**src/rtl/bin2bcd_seq_pkg.sv**
```systemverilog
// Shared constants for the iterative double-dabble converter: FSM encoding and
// BCD digit adjust parameters.
package bin2bcd_seq_pkg;

    typedef enum logic [1:0] {
        ST_IDLE  = 2'd0,
        ST_SHIFT = 2'd1,
        ST_DONE  = 2'd2
    } state_e;

    localparam int unsigned DIGIT_W = 4;
    localparam logic [3:0] ADJ_THRESH = 4'd5;
    localparam logic [3:0] ADJ_ADD = 4'd3;

endpackage

```
**src/rtl/bcd_digit_adj.sv**
```systemverilog
// Double-dabble digit correction: a BCD digit of 5 or more gets +3 so that the
// following left shift carries correctly into the next decimal digit.
module bcd_digit_adj
    import bin2bcd_seq_pkg::*;
(
    input  logic [DIGIT_W-1:0] din,
    output logic [DIGIT_W-1:0] dout
);

    always_comb begin
        dout = (din >= ADJ_THRESH) ? din + ADJ_ADD : din;
    end

endmodule

```
**src/rtl/bin2bcd_seq.sv**
```systemverilog
// Sequential binary to packed-BCD converter, one input bit per clock. Results are
// registered and held between o_done pulses; top-digit carry-out flags overflow.
module bin2bcd_seq
    import bin2bcd_seq_pkg::*;
#(
    parameter int unsigned BIN_W  = 16,
    parameter int unsigned DIGITS = 5
) (
    input  logic                      i_clk,
    input  logic                      i_rst_n,
    input  logic                      i_start,
    input  logic [BIN_W-1:0]          i_bin,
    output logic                      o_busy,
    output logic                      o_done,
    output logic [DIGIT_W*DIGITS-1:0] o_bcd,
    output logic                      o_ovf
);

    localparam int unsigned CNT_W = $clog2(BIN_W + 1);
    localparam int unsigned ACC_W = DIGIT_W * DIGITS;

    state_e             state_q, state_d;
    logic [BIN_W-1:0]   shreg_q, shreg_d;
    logic [ACC_W-1:0]   acc_q, acc_d, acc_adj;
    logic               ovf_q, ovf_d;
    logic [CNT_W-1:0]   cnt_q, cnt_d;
    logic [ACC_W-1:0]   bcd_q, bcd_d;
    logic               ovf_out_q, ovf_out_d;
    logic               done_q, done_d;
    logic               accept;
    logic               last_iter;

    for (genvar k = 0; k < DIGITS; k++) begin : g_adj
        bcd_digit_adj u_adj (
            .din  (acc_q[k*DIGIT_W +: DIGIT_W]),
            .dout (acc_adj[k*DIGIT_W +: DIGIT_W])
        );
    end

    assign accept    = i_start && (state_q == ST_IDLE || state_q == ST_DONE);
    assign last_iter = (cnt_q == CNT_W'(BIN_W - 1));

    always_ff @(posedge i_clk or negedge i_rst_n) begin
        if (!i_rst_n) begin
            state_q   <= ST_IDLE;
            shreg_q   <= '0;
            acc_q     <= '0;
            ovf_q     <= 1'b0;
            cnt_q     <= '0;
            bcd_q     <= '0;
            ovf_out_q <= 1'b0;
            done_q    <= 1'b0;
        end else begin
            state_q   <= state_d;
            shreg_q   <= shreg_d;
            acc_q     <= acc_d;
            ovf_q     <= ovf_d;
            cnt_q     <= cnt_d;
            bcd_q     <= bcd_d;
            ovf_out_q <= ovf_out_d;
            done_q    <= done_d;
        end
    end

    always_comb begin
        state_d   = state_q;
        shreg_d   = shreg_q;
        acc_d     = acc_q;
        ovf_d     = ovf_q;
        cnt_d     = cnt_q;
        bcd_d     = bcd_q;
        ovf_out_d = ovf_out_q;
        done_d    = 1'b0;
        unique case (state_q)
            ST_IDLE: ;
            ST_SHIFT: begin
                {acc_d, shreg_d} = {acc_adj, shreg_q} << 1;
                ovf_d = ovf_q | acc_adj[ACC_W-1];
                cnt_d = cnt_q + 1'b1;
                if (last_iter) state_d = ST_DONE;
            end
            ST_DONE: begin
                bcd_d     = acc_q;
                ovf_out_d = ovf_q;
                done_d    = 1'b1;
                state_d   = ST_IDLE;
            end
            default: state_d = ST_IDLE;
        endcase
        // Acceptance overrides the IDLE/DONE defaults above; SHIFT never accepts.
        if (accept) begin
            shreg_d = i_bin;
            acc_d   = '0;
            ovf_d   = 1'b0;
            cnt_d   = '0;
            state_d = ST_SHIFT;
        end
    end

    always_comb begin
        o_busy = (state_q == ST_SHIFT);
        o_done = done_q;
        o_bcd  = bcd_q;
        o_ovf  = ovf_out_q;
    end

endmodule
```
**config.mk**
```make
export PLATFORM = sky130hd
export DESIGN_NAME = bin2bcd_seq
export DESIGN_NICKNAME = d
export VERILOG_FILES = /design/src/rtl/bin2bcd_seq_pkg.sv /design/src/rtl/bcd_digit_adj.sv /design/src/rtl/bin2bcd_seq.sv
export SDC_FILE = /design/constraint.sdc
export NUM_CORES = 1
export LEC_CHECK = 0
export ABC_AREA = 1
export BUFFER_PORTS_ARGS = -buffer_cell sky130_fd_sc_hd__buf_4
export CELL_PAD_IN_SITES_DETAIL_PLACEMENT = 1
export CELL_PAD_IN_SITES_GLOBAL_PLACEMENT = 1
export CORE_MARGIN = 5
export CORE_UTILIZATION = 44
export DETAILED_ROUTE_END_ITERATION = 8
export HOLD_SLACK_MARGIN = 0.12
export MAX_ROUTING_LAYER = met4
export PLACE_DENSITY_LB_ADDON = 0.1
export SETUP_SLACK_MARGIN = 0.1
export SLEW_MARGIN = 20
export SYNTH_ARGS = -nofsm -noshare
export SYNTH_HDL_FRONTEND = slang
export SYNTH_SLANG_ARGS = --single-unit
```
**constraint.sdc**
```tcl
create_clock -name i_clk -period 1.8 [get_ports i_clk]
set_clock_uncertainty 0.05 [all_clocks]
set_input_delay 0.18 -clock i_clk [delete_from_list [all_inputs] [get_ports i_clk]]
set_output_delay 0.18 -clock i_clk [all_outputs]
set_load 0.02 [all_outputs]
```
After elaboration in Yosys (flattened, before gate mapping)
Cells that the tools add are included.

operators by class
  add/sub/neg operators = 6
  order comparisons = 5
  equal/unequal tests = 5
  mux-type cells = 17
  bitwise logic cells = 1
  reduce and logical (&&, ||, !) cells = 5

operator list
  cell                                                                     count
  20-bit 2-to-1 mux                                                        2
  16-bit 2-to-1 mux                                                        2
  4-bit by 2-bit adder with 4-bit output, second input constant            5
  4-bit by 3-bit >= comparator with 1-bit output, second input constant    5
  4-bit 2-to-1 mux                                                         5
  5-bit 2-to-1 mux                                                         2
  5-bit by 1-bit adder with 5-bit output, second input constant            1
  5-bit by 4-bit equality test with 1-bit output, second input constant    1
  2-bit 2-to-1 mux                                                         2
  2-bit one-hot mux with 2 select lines                                    1
  1-bit 2-to-1 mux                                                         3
  3-bit by 1-bit inequality test with 1-bit output, second input constant  1
  2-bit by 1-bit equality test with 1-bit output, second input constant    1
  2-bit equality test, second input constant                               1
  2-bit logical NOT                                                        1
  2-bit inequality test, second input constant                             1
  2-bit AND reduction                                                      1
  2-bit nonzero test                                                       1
  1-bit logical AND                                                        1
  1-bit logical OR                                                         1
  1-bit bitwise OR                                                         1

storage, ports and cells
  register bits = 66
  input bits = 19
  output and inout port bits = 23

Logic depth before layout (Yosys ltp)
  depth in word-level cells = 5
  mapped depth = 8

Modules after synthesis
A second synthesis with hierarchy kept.

second synthesis, totals
  cell total of the unflattened synthesis = 429
  area total of the unflattened synthesis = 3410.8 um2

modules (own cells, without submodules)
  module         times used  cells each  area an instance (um2)  sequential area each (um2)
  bin2bcd_seq    1           314         2735.1                  1651.6
  bcd_digit_adj  5           23          135.1                   0.0

Worst setup path after synthesis
Ideal clock, no wire load.

  path kind = register -> register
  from = register acc_q[1]
  to = register acc_q[1]
  setup time = 0.127 ns
  data arrival time = 1.083 ns
  required time = 1.623 ns
  path slack = 0.541 ns
  cell stages (with the launch flop) = 8
  buffers on the path = 0
  cell sequence = dfrtp_1 -> inv_1 -> ha_1 -> inv_1 -> nand2_1 -> nand3_1 -> nor2_1 -> o22ai_2

on the way
  word-level cells in the longest chain between the ends = 4

ends and longest elaborated chain
  what                                            line                 text
  start: declaration                              bin2bcd_seq.sv:24    logic [ACC_W-1:0] acc_q, acc_d, acc_adj;
  start signal: assignment                        bin2bcd_seq.sv:47    acc_q <= '0;
  start signal: assignment                        bin2bcd_seq.sv:56    acc_q <= acc_d;
  4-bit by 3-bit >= comparator with 1-bit output  bcd_digit_adj.sv:11  dout = (din >= ADJ_THRESH) ? din + ADJ_ADD : din;
  4-bit 2-to-1 mux                                bcd_digit_adj.sv:11
  20-bit 2-to-1 mux                               bin2bcd_seq.sv:74    unique case (state_q)
  20-bit 2-to-1 mux                               bin2bcd_seq.sv:91    if (accept) begin

Every way passes these cells. The select of a mux whose other input is x is not followed.
A chain may end at the register's enable or synchronous reset.

Worst setup path in the final report
Ends and elaborated chain as after synthesis.

==> impl_metrics.json <==
{
  "status": "complete, no violations",
  "syn_area_per_cell_um2": 9.46,
  "worstPathRequired_ps": 1960,
  "instances_no_fill": 507,
  "finalSetupViolations": 0,
  "synth_area_leaders": "dfrtp_1 (52%), nand2_1 (9.7%), inv_1 (5.7%), ha_1 (4.7%), o221ai_1 (3.9%)",
  "core_um2": 7140,
  "antenna_found_initial": 0,
  "maxUsedRoutingLayer": "met4",
  "critPathMaxFanout": 5,
  "dieArea_um2": 9030,
  "met2_length_mm": 3.50,
  "ys_seq_area_share_pct": 51.9,
  "dp.cells": 470,
  "chipHeight_um": 95.0,
  "clockBufferDepth": 2,
  "maxCapViolations": 0,
  "slowest_delay_ps": 390,
  "power_density_nw_per_um2": 1690,
  "hpwlAfterDp_mm": 4.90,
  "synth_edf_count": 0,
  "maxSlewHeadroom_pct": 67.8,
  "netlist_top_cells_count": "nand2_1 (82), dfrtp_1 (66), inv_1 (48), o21ai_1 (21)",
  "drt_pass1_iterations": 4,
  "pre_cts_ws_ps": 310,
  "cts_max_level": 3,
  "postSynthCellCount": 336,
  "grt_pass1_wl_mm": 12.8,
  "ys_seq_elements": 66,
  "slowest_stage": "dfrtp_1",
  "synth.most_common_cell": "nand2_1",
  "wl_per_cell_um": 14.3,
  "ys.flop_type": "dfrtp_1",
  "via_per_inst": 4.90,
  "wl_met3_um": 264,
  "vias": 2486,
  "cts_tree": "yes",
  "rsz0062_at_grt": "no",
  "startpoint_type": "register",
  "io_pins": 42,
  "crit_chain": "inv_1 -> ha_1 -> inv_1 -> nand2_1 -> nand3_1 -> nor2_1 -> o22ai_2",
  "tns_ps": 0,
  "die_w_um": 95.0,
  "clock_latency_ps": 330,
  "layout.nets": 435,
  "io_buffer_count": 41,
  "async_reset_ff_share_pct": 100,
  "hold_viol": 0,
  "start_util_pct": 44.5,
  "fin_ws_ps": 316,
  "syn_area_um2": 3180,
  "ant_nets": 0,
  "drc": 0,
  "p_leak_nw": 2.00,
  "grt.total_usage_pct": 18.9,
  "endpoint_kind": "register",
  "yosysTopAreaCell": "dfrtp_1",
  "period_needed_ps": 1480,
  "gp_congestion": 0.822,
  "num_rows": 31,
  "cts_buffers": 9,
  "max-vdd-ir-drop_uv": 658,
  "total_power_mw": 6.71,
  "crit_top_cell": "inv_1",
  "syn2layout_area_growth_pct": 25.0,
  "grt_max_degree": 43,
  "grt-ovfl-total": 0,
  "worstPathArrival_ps": 1640,
  "ys_warn_count": 0,
  "finalCritPeriodShare_pct": 82.5,
  "crit_type": "reg -> reg",
  "ys_types": 28,
  "postCtsResizedCells": 0,
  "clk_pin_slew_worst_paths_ps": 70,
  "wl_met1_mm": 3.41,
  "min_path_type": "in -> async",
  "wl_mm": 7.26,
  "synth_top_area_share_pct": 51.9,
  "slew_violations": 0,
  "initialDrtViolationCount": 69,
  "worst_pin_slew_ps": 482,
  "antenna_cells": 0,
  "clock.fmax_ghz": 0.674,
  "grt_pass1_vias": 2676,
  "numClockSinks": 66,
  "layout-drive-gt1-share_pct": 23.3,
  "synth.net_count": 367,
  "root_buffer": "clkbuf_8"
}
## sequential cells by signal, summed over array words and instances, names as in the netlist
| register | count |
|---|---|
| ovf_q | 1 |
| state_q | 2 |
| o_ovf | 1 |
| o_bcd | 20 |
| shreg_q | 16 |
| acc_q | 20 |
| o_done | 1 |
| cnt_q | 5 |
## power breakdown
group	internal (mW)	total, mW	switching (mW)
logic	1.25	3.12	1.87
clock network	0.639	1.17	0.528
registers	2.06	2.42	0.362
total	3.94	6.71	2.76
## metrics by stage
| stage | util, % | cell area, um^2 | hold WS, ps |
|---|---|---|---|
| 2_1_floorplan | - | 3180 | -166 |
| 4_1_cts | 55.7 | 3970 | 307 |
| 5_1_grt | 55.7 | 3970 | 345 |
| 3_3_place_gp | 50.1 | 3570 | 131 |
| 6_report | 55.7 | 3970 | 299 |
| 3_5_place_dp | 50.1 | 3570 | 128 |
## routing by layer
metal,vias to the layer above,global-route usage (%)
li1,1228,-
met1,1217,24.5
met2,33,29.5
met3,8,4.14
met4,0,6.49
met5,-,-
## timing repair
action,in CTS,in global routing
setup endpoints to repair,1,0
hold endpoints to repair,51,0
hold buffers,18,0
buffers inserted,4,0
## cell usage in the layout, fill, tap and decap left out, drive strengths merged
master / synthesis / layout
nand2: 85 / 85
inv: 52 / 52
a21oi: 2 / 2
nor2: 16 / 16
a22o: 1 / 1
o21ai: 45 / 45
xor2: 4 / 4
o22ai: 10 / 10
o211ai: 1 / 1
ha: 12 / 12
buf: 12 / 51
o221ai: 15 / 15
clkbuf: 0 / 13
a21o: 1 / 1
dlygate4sd3: 0 / 18
clkinv: 0 / 2
nand3: 13 / 13
dfrtp: 66 / 66
nand4: 1 / 1
## area by class of cell
cell class	count	area (um^2)
inverters	52	195
well taps	99	124
repair buffers	69	601
multi-input cells	206	1210
clock inverters	2	10.0
clock buffers	13	179
flip-flops and latches	66	1650
fillers	834	3160
## logic make-up after synthesis
| group | after synthesis | share of synthesized area [%] |
|---|---|---|
| simple gates | 115 | 15.0 |
| flops | 66 | 51.9 |
| buf+inv | 64 | 9.88 |
| xor+xnor | 4 | 1.10 |
| compound gates | 75 | 17.3 |
| fa+ha+maj | 12 | 4.72 |
## final timing paths
| kind | start | to | slack (ps) | depth (start not counted) |
|---|---|---|---|---|
| max in group asynchronous | i_rst_n | o_bcd[4]$_DFFE_PN0N_ | 870 | 3 |
| worst min-delay path | i_rst_n | o_ovf$_DFFE_PN0N_ | 300 | 2 |
| worst max register to register | acc_q[1]$_DFFE_PN0P_ | acc_q[1]$_DFFE_PN0P_ | 320 | 7 |
| worst min register to register | o_ovf$_DFFE_PN0N_ | o_ovf$_DFFE_PN0N_ | 440 | 2 |
| min in group i_clk | o_ovf$_DFFE_PN0N_ | o_ovf$_DFFE_PN0N_ | 440 | 2 |
| worst max-delay path | acc_q[1]$_DFFE_PN0P_ | acc_q[1]$_DFFE_PN0P_ | 320 | 7 |
## worst max-delay path, delay by kind of cell (launching register included)
kind	cells	cell delay (ps)
flops	1	390
fa+ha+maj	1	200
buf+inv	2	210
compound gates	1	90
simple gates	3	420
Power figures use the tool's default switching activity.
